### config.mk
export PLATFORM = sky130hd
export DESIGN_NAME = uart_alu_intf_flat
export DESIGN_NICKNAME = d
export VERILOG_FILES = /design/src/rtl/uart_alu_intf_if.sv /design/src/rtl/uart_alu_intf.sv /design/src/flat_wrapper.sv
export SDC_FILE = /design/constraint.sdc
export NUM_CORES = 1
export LEC_CHECK = 0
export CAP_MARGIN = 15
export CORE_ASPECT_RATIO = 1.75
export CORE_MARGIN = 2
export CORE_UTILIZATION = 59
export CTS_CLUSTER_DIAMETER = 40
export CTS_CLUSTER_SIZE = 16
export DETAILED_ROUTE_END_ITERATION = 8
export PLACE_DENSITY_LB_ADDON = 0.15
export SETUP_SLACK_MARGIN = 0.4
export SLEW_MARGIN = 20
export SYNTH_ARGS = -nofsm -noshare
export SYNTH_HDL_FRONTEND = slang
export SYNTH_SLANG_ARGS = --single-unit
### constraint.sdc
create_clock -name i_clock -period 5.2 [get_ports i_clock]
set_input_delay 0.78 -clock i_clock [delete_from_list [all_inputs] [get_ports i_clock]]
set_output_delay 0.78 -clock i_clock [all_outputs]
set_load 0.05 [all_outputs]
### src/rtl/uart_alu_intf_if.sv
// ---------------------------------------------------------------------------
// uart_alu_intf_if
// Groups the UART-side handshake and data signals of the UART ALU glue block.
// Signal names are seen from the ALU block's point of view (i_ = into it).
//   i_rx_done    1-cycle strobe from UART_RX: received byte is valid
//   i_rx_data    received byte
//   i_rx_parity  received parity bit
//   i_tx_done    1-cycle strobe from UART_TX: frame finished
//   o_tx_signal  1-cycle send strobe to UART_TX
//   o_tx_data    result byte to UART_TX
//   o_tx_parity  even parity of o_tx_data
//   o_busy       command executing or waiting for TX
//   o_error      1-cycle error pulse
// Modports: slave = ALU block, master = UART/host side driving it.
// ---------------------------------------------------------------------------
interface uart_alu_intf_if #(
    parameter int DATA_WIDTH = 8
);
    logic                  i_rx_done;
    logic [DATA_WIDTH-1:0] i_rx_data;
    logic                  i_rx_parity;
    logic                  i_tx_done;
    logic                  o_tx_signal;
    logic [DATA_WIDTH-1:0] o_tx_data;
    logic                  o_tx_parity;
    logic                  o_busy;
    logic                  o_error;

    modport slave (
        input  i_rx_done, i_rx_data, i_rx_parity, i_tx_done,
        output o_tx_signal, o_tx_data, o_tx_parity, o_busy, o_error
    );

    modport master (
        output i_rx_done, i_rx_data, i_rx_parity, i_tx_done,
        input  o_tx_signal, o_tx_data, o_tx_parity, o_busy, o_error
    );
endinterface

### src/rtl/uart_alu_intf.sv
// ---------------------------------------------------------------------------
// uart_alu_intf
// Glue between UART_RX/UART_TX and an internal ALU. Collects operand A,
// operand B and an opcode byte, executes one operation, hands the result to
// UART_TX with a one-cycle strobe and waits for TX completion before taking
// the next command.
// Ports:
//   i_clock  system clock, rising edge
//   i_reset  asynchronous active-high reset
//   bus      uart_alu_intf_if.slave (rx strobe/data/parity, tx done in;
//            tx strobe/data/parity, busy, error out)
// Optional build macro:
//   UART_INTF_PARITY_CHECK_EN  drop received bytes with a parity fault and
//                              pulse o_error; otherwise rx parity is ignored.
// ---------------------------------------------------------------------------
module uart_alu_intf #(
    parameter int DATA_WIDTH   = 8,
    parameter int OPCODE_WIDTH = 6
) (
    input  logic                  i_clock,
    input  logic                  i_reset,
    uart_alu_intf_if.slave        bus
);

    localparam logic [OPCODE_WIDTH-1:0] OP_ADD = OPCODE_WIDTH'(6'b100000);
    localparam logic [OPCODE_WIDTH-1:0] OP_SUB = OPCODE_WIDTH'(6'b100010);
    localparam logic [OPCODE_WIDTH-1:0] OP_AND = OPCODE_WIDTH'(6'b100100);
    localparam logic [OPCODE_WIDTH-1:0] OP_OR  = OPCODE_WIDTH'(6'b100101);
    localparam logic [OPCODE_WIDTH-1:0] OP_XOR = OPCODE_WIDTH'(6'b100110);
    localparam logic [OPCODE_WIDTH-1:0] OP_NOR = OPCODE_WIDTH'(6'b100111);
    localparam logic [OPCODE_WIDTH-1:0] OP_SRA = OPCODE_WIDTH'(6'b000011);
    localparam logic [OPCODE_WIDTH-1:0] OP_SRL = OPCODE_WIDTH'(6'b000010);

    typedef enum logic [2:0] {
        S_OP_A,
        S_OP_B,
        S_OPCODE,
        S_EXEC,
        S_WAIT_TX
    } state_t;

    state_t                  r_state;
    logic [DATA_WIDTH-1:0]   r_op_a;
    logic [DATA_WIDTH-1:0]   r_op_b;
    logic [OPCODE_WIDTH-1:0] r_opcode;
    logic [DATA_WIDTH-1:0]   r_tx_data;
    logic                    r_tx_parity;
    logic                    r_tx_signal;
    logic                    r_busy;
    logic                    r_error;

    logic [DATA_WIDTH-1:0]   w_result;
    logic [OPCODE_WIDTH-1:0] w_rx_opcode;
    logic                    w_rx_ok;

    function automatic logic is_valid_op(input logic [OPCODE_WIDTH-1:0] op);
        case (op)
            OP_ADD, OP_SUB, OP_AND, OP_OR, OP_XOR, OP_NOR, OP_SRA, OP_SRL: return 1'b1;
            default: return 1'b0;
        endcase
    endfunction

    assign w_rx_opcode = bus.i_rx_data[OPCODE_WIDTH-1:0];

`ifdef UART_INTF_PARITY_CHECK_EN
    assign w_rx_ok = (bus.i_rx_parity == ^bus.i_rx_data);
`else
    logic w_unused_parity;
    assign w_unused_parity = bus.i_rx_parity;
    assign w_rx_ok         = 1'b1;
`endif

    // Shift amounts at or beyond DATA_WIDTH saturate naturally: all-sign / zero.
    always_comb begin
        w_result = '0;
        case (r_opcode)
            OP_ADD:  w_result = r_op_a + r_op_b;
            OP_SUB:  w_result = r_op_a - r_op_b;
            OP_AND:  w_result = r_op_a & r_op_b;
            OP_OR:   w_result = r_op_a | r_op_b;
            OP_XOR:  w_result = r_op_a ^ r_op_b;
            OP_NOR:  w_result = ~(r_op_a | r_op_b);
            OP_SRA:  w_result = $signed(r_op_a) >>> r_op_b;
            OP_SRL:  w_result = r_op_a >> r_op_b;
            default: w_result = '0;
        endcase
    end

    always_ff @(posedge i_clock or posedge i_reset) begin
        if (i_reset) begin
            r_state     <= S_OP_A;
            r_op_a      <= '0;
            r_op_b      <= '0;
            r_opcode    <= '0;
            r_tx_data   <= '0;
            r_tx_parity <= 1'b0;
            r_tx_signal <= 1'b0;
            r_busy      <= 1'b0;
            r_error     <= 1'b0;
        end else begin
            r_error <= 1'b0;
            case (r_state)
                S_OP_A: begin
                    if (bus.i_rx_done) begin
                        if (w_rx_ok) begin
                            r_op_a  <= bus.i_rx_data;
                            r_state <= S_OP_B;
                        end else begin
                            r_error <= 1'b1;
                        end
                    end
                end
                S_OP_B: begin
                    if (bus.i_rx_done) begin
                        if (w_rx_ok) begin
                            r_op_b  <= bus.i_rx_data;
                            r_state <= S_OPCODE;
                        end else begin
                            r_error <= 1'b1;
                        end
                    end
                end
                S_OPCODE: begin
                    if (bus.i_rx_done) begin
                        if (w_rx_ok) begin
                            r_opcode <= w_rx_opcode;
                            r_busy   <= 1'b1;
                            // Flag a bad opcode now so the pulse lines up with S_EXEC.
                            r_error  <= !is_valid_op(w_rx_opcode);
                            r_state  <= S_EXEC;
                        end else begin
                            r_error <= 1'b1;
                        end
                    end
                end
                S_EXEC: begin
                    r_tx_data   <= w_result;
                    r_tx_parity <= ^w_result;
                    r_tx_signal <= 1'b1;
                    r_state     <= S_WAIT_TX;
                end
                S_WAIT_TX: begin
                    r_tx_signal <= 1'b0;
                    // Any rx byte arriving here is dropped.
                    if (bus.i_tx_done) begin
                        r_busy  <= 1'b0;
                        r_state <= S_OP_A;
                    end
                end
                default: begin
                    r_state <= S_OP_A;
                    r_busy  <= 1'b0;
                end
            endcase
        end
    end

    assign bus.o_tx_signal = r_tx_signal;
    assign bus.o_tx_data   = r_tx_data;
    assign bus.o_tx_parity = r_tx_parity;
    assign bus.o_busy      = r_busy;
    assign bus.o_error     = r_error;

endmodule

### src/flat_wrapper.sv
// flat-port wrapper written by rule: the top's interface ports become plain ports
module uart_alu_intf_flat 
#(
    parameter int DATA_WIDTH   = 8,
    parameter int OPCODE_WIDTH = 6
)
  (i_clock, i_reset, bus_i_rx_done, bus_i_rx_data, bus_i_rx_parity, bus_i_tx_done, bus_o_tx_signal, bus_o_tx_data, bus_o_tx_parity, bus_o_busy, bus_o_error);
  uart_alu_intf_if #(.DATA_WIDTH(DATA_WIDTH)) bus_i ();
  input  logic i_clock;
  input  logic i_reset;
  input wire logic [$bits(bus_i.i_rx_done)-1:0] bus_i_rx_done;
  input wire logic [$bits(bus_i.i_rx_data)-1:0] bus_i_rx_data;
  input wire logic [$bits(bus_i.i_rx_parity)-1:0] bus_i_rx_parity;
  input wire logic [$bits(bus_i.i_tx_done)-1:0] bus_i_tx_done;
  output wire logic [$bits(bus_i.o_tx_signal)-1:0] bus_o_tx_signal;
  output wire logic [$bits(bus_i.o_tx_data)-1:0] bus_o_tx_data;
  output wire logic [$bits(bus_i.o_tx_parity)-1:0] bus_o_tx_parity;
  output wire logic [$bits(bus_i.o_busy)-1:0] bus_o_busy;
  output wire logic [$bits(bus_i.o_error)-1:0] bus_o_error;
  assign bus_i.i_rx_done = bus_i_rx_done;
  assign bus_i.i_rx_data = bus_i_rx_data;
  assign bus_i.i_rx_parity = bus_i_rx_parity;
  assign bus_i.i_tx_done = bus_i_tx_done;
  assign bus_o_tx_signal = bus_i.o_tx_signal;
  assign bus_o_tx_data = bus_i.o_tx_data;
  assign bus_o_tx_parity = bus_i.o_tx_parity;
  assign bus_o_busy = bus_i.o_busy;
  assign bus_o_error = bus_i.o_error;
  uart_alu_intf #(.DATA_WIDTH(DATA_WIDTH), .OPCODE_WIDTH(OPCODE_WIDTH)) u_core (.i_clock(i_clock), .i_reset(i_reset), .bus(bus_i));
endmodule
==> out/summary.txt <==
fillers -> 438
Mapped Cells -> 354
post-cts resize count -> 0
CTS buffer count -> 5
CP required -> 5440 ps
Pwr Total -> 2.56 mW
syn nets -> 392
initial core utilization -> 0.605
Placer Congestion -> 0.928
Root Driver -> clkbuf_8
Setup Skew -> 6.67 ps
R2R cell count -> 15
CTS clock-pin slew for the worst setup and hold paths -> 70 ps
CTS tree -> yes
hold depth -> 2
YS warnings -> 0
final period utilization -> 0.797
number of global-route vias before repair -> 2,637
Post-Syn Area -> 3150 µm²
total die area -> 5970 µm²
chip height -> 101 µm
Max-Cap Viols -> 0
DRC viols -> 0
P&R area growth vs syn -> 10.4%
global-route wire length before repair -> 12.6 mm
Synth area leader -> dfrtp_1
H-tree Lvls -> 2
min setup slack post-route -> 1060 ps
Synth top area share -> 0.294
routed vias/inst -> 6.26
r2r setup slk -> 1060 ps
TritonCTS Sinks -> 37
Setup crit end kind -> register
vias post-DR -> 2,692
Worst Hold Path EP -> u_core.bus.o_tx_data[2]
ys async rst share -> 1.00
Final Hold Viols -> 0
largest net degree at the start of global routing -> 38
critical path peak fanout -> 5
r2r endpoint -> u_core.bus.o_tx_parity
ys flop type -> dfrtp_1
min cycle time layout -> 4140 ps
Mapped Avg Cell Area -> 8.90 µm²
Post CTS Setup Buffer Count -> 0
status -> complete, no violations
DRT iter0 DRCs -> 74
Yosys cell types -> 65
Die X -> 59.3 µm
WL per Instance -> 18.5 µm
# IOs -> 25
layout cells sized above 1 -> 0.109
Nets -> 412
actual slew at the worst max-slew pin -> 592 ps
most frequent cells in the layout -> 42 x o21ai_0, 39 x nand2_1, 37 x dfrtp_1, 24 x ha_1, 23 x clkdlybuf4s50_1
Final Max Slew Viols -> 0
Min-Delay Startpoint -> u_core.bus.o_tx_data[2]
HP Class -> reg -> reg
setup TNS -> 0 ps
CTS hold repair buffers -> 0
FF+latch count, synth -> 37
core area -> 5210 µm²
pre-CTS setup slack -> 1060 ps
post-route ant nets -> 0
peak supply drop -> 0.427 mV
initial antenna violation count -> 0
max frequency -> 241 MHz
most common cell after layout, fill and taps aside -> o21ai_0
WP data arrival -> 4380 ps
DRT Pass-1 Iters -> 4
port bufs -> 23
Worst setup SP type -> register
Crit Path Category -> reg -> reg
max_slew headroom -> 0.602
Rows -> 35
Post-synth EDFFs -> 0
r2r startpoint -> u_core.r_opcode[3]
Longest Clk Path Bufs -> 2
wirelength, routed -> 7.98 mm
final setup violation count -> 0
Tot GR Track Use -> 0.285
HPWL after DPL -> 6.21 mm
post-synthesis sequential area ratio -> 0.294
GR Overflow Total -> 0
PD cells -> 735 nW/µm²
Diodes inserted -> 0
leak pwr -> 1.52 nW
RSZ-0062 raised after global routing -> no
synth top area cells -> dfrtp_1 29%, ha_1 9.5%, o21ai_0 6.7%
clock latency on the worst-skew pair -> 300 ps
## cell families after synthesis
kind of cell    share of synthesized area
compound gates                      0.192
xor+xnor                           0.0599
simple gates                        0.179
flops                               0.294
buf+inv                            0.0802
mux                                0.0929
fa+ha+maj                           0.102
## stage by stage
step	util	std cells	hold WS, ps	area, µm²
after global placement	0.644	422	462	3360
after floorplan	-	354	519	3150
after CTS	0.667	430	486	3480
after global routing	0.667	430	517	3480
final	0.667	430	479	3480
after detailed placement	0.644	422	469	3360
## cell type report
cell class	count	area, µm²	area share
Multi-Input combinational cell	277	1970	0.567
Timing Repair Buffer	32	298	0.0856
Clock buffer	6	82.6	0.0237
Sequential cell	37	926	0.266
Inverter	21	92.6	0.0266
Tap cell	55	68.8	0.0198
Clock inverter	2	37.5	0.0108
## worst max-delay path, stage by stage (launching register included)
cell	delay, ps
dfrtp_1	410
nor2_1	230
and3_1	320
nand2_1	140
o21ai_0	360
inv_1	90
ha_1	290
nor2b_1	140
o31a_1	260
a211oi_1	440
nor4_4	110
xnor2_1	210
xnor2_1	170
xnor3_1	440
or4_1	400
nand3_1	80
## metal layers
metal	wire length, µm	global-route usage	vias to the layer above
met5	0	0	-
met4	434	0.173	0
met3	351	0.0424	31
met2	4210	0.501	91
met1	2980	0.307	1255
li1	-	-	1315
## state kept, by name, summed over array words and instances (netlist names)
signal and flops:
u_core.bus.o_tx_signal 1, u_core.bus.o_tx_data 8, u_core.bus.o_tx_parity 1, u_core.bus.o_error 1, u_core.r_op_b 8, u_core.r_opcode 6, u_core.bus.o_busy 1, u_core.r_state 3
u_core.r_op_a 8
## power by group
group          internal, mW  leakage [nW]  total [mW]  switching (mW)
Sequential            0.419         0.465       0.596           0.177
Combinational         0.726          1.00        1.69           0.967
Clock                 0.156        0.0574       0.267           0.111
Total                  1.30          1.52        2.56            1.25
## synth_stat cells (2+ instances only)
cell / instances
o21ai_0: 42
nand2_1: 39
dfrtp_1: 37
ha_1: 24
nor2_1: 22
inv_1: 19
a21oi_1: 13
xnor2_1: 12
mux2i_1: 11
nand3_1: 11
mux2_2: 10
a211oi_1: 9
xor2_1: 7
clkbuf_1: 6
clkbuf_8: 6
nor2b_1: 6
nor3_1: 6
and3_1: 4
nand2b_1: 4
a31oi_1: 3
buf_6: 3
nand4_1: 3
nor4_1: 3
o211ai_1: 3
o21a_1: 3
a21o_1: 2
a22oi_1: 2
a32oi_1: 2
buf_2: 2
mux4_2: 2
o22ai_1: 2
o31a_1: 2
or4_1: 2
## worst max path at each step
stage	slack, ps	startpoint	depth (start not counted)	endpoint
CTS	1030	u_core.r_opcode[3]	15	u_core.bus.o_tx_parity
finish	1060	u_core.r_opcode[3]	15	u_core.bus.o_tx_parity
global route	790	u_core.r_opcode[3]	15	u_core.bus.o_tx_parity
detailed placement	1060	u_core.r_opcode[3]	15	u_core.bus.o_tx_parity
floorplan	1440	u_core.r_op_b[0]	16	u_core.bus.o_tx_parity
global placement	1160	u_core.r_opcode[3]	15	u_core.bus.o_tx_parity
Note: power is estimated with default switching activity, not from simulation.
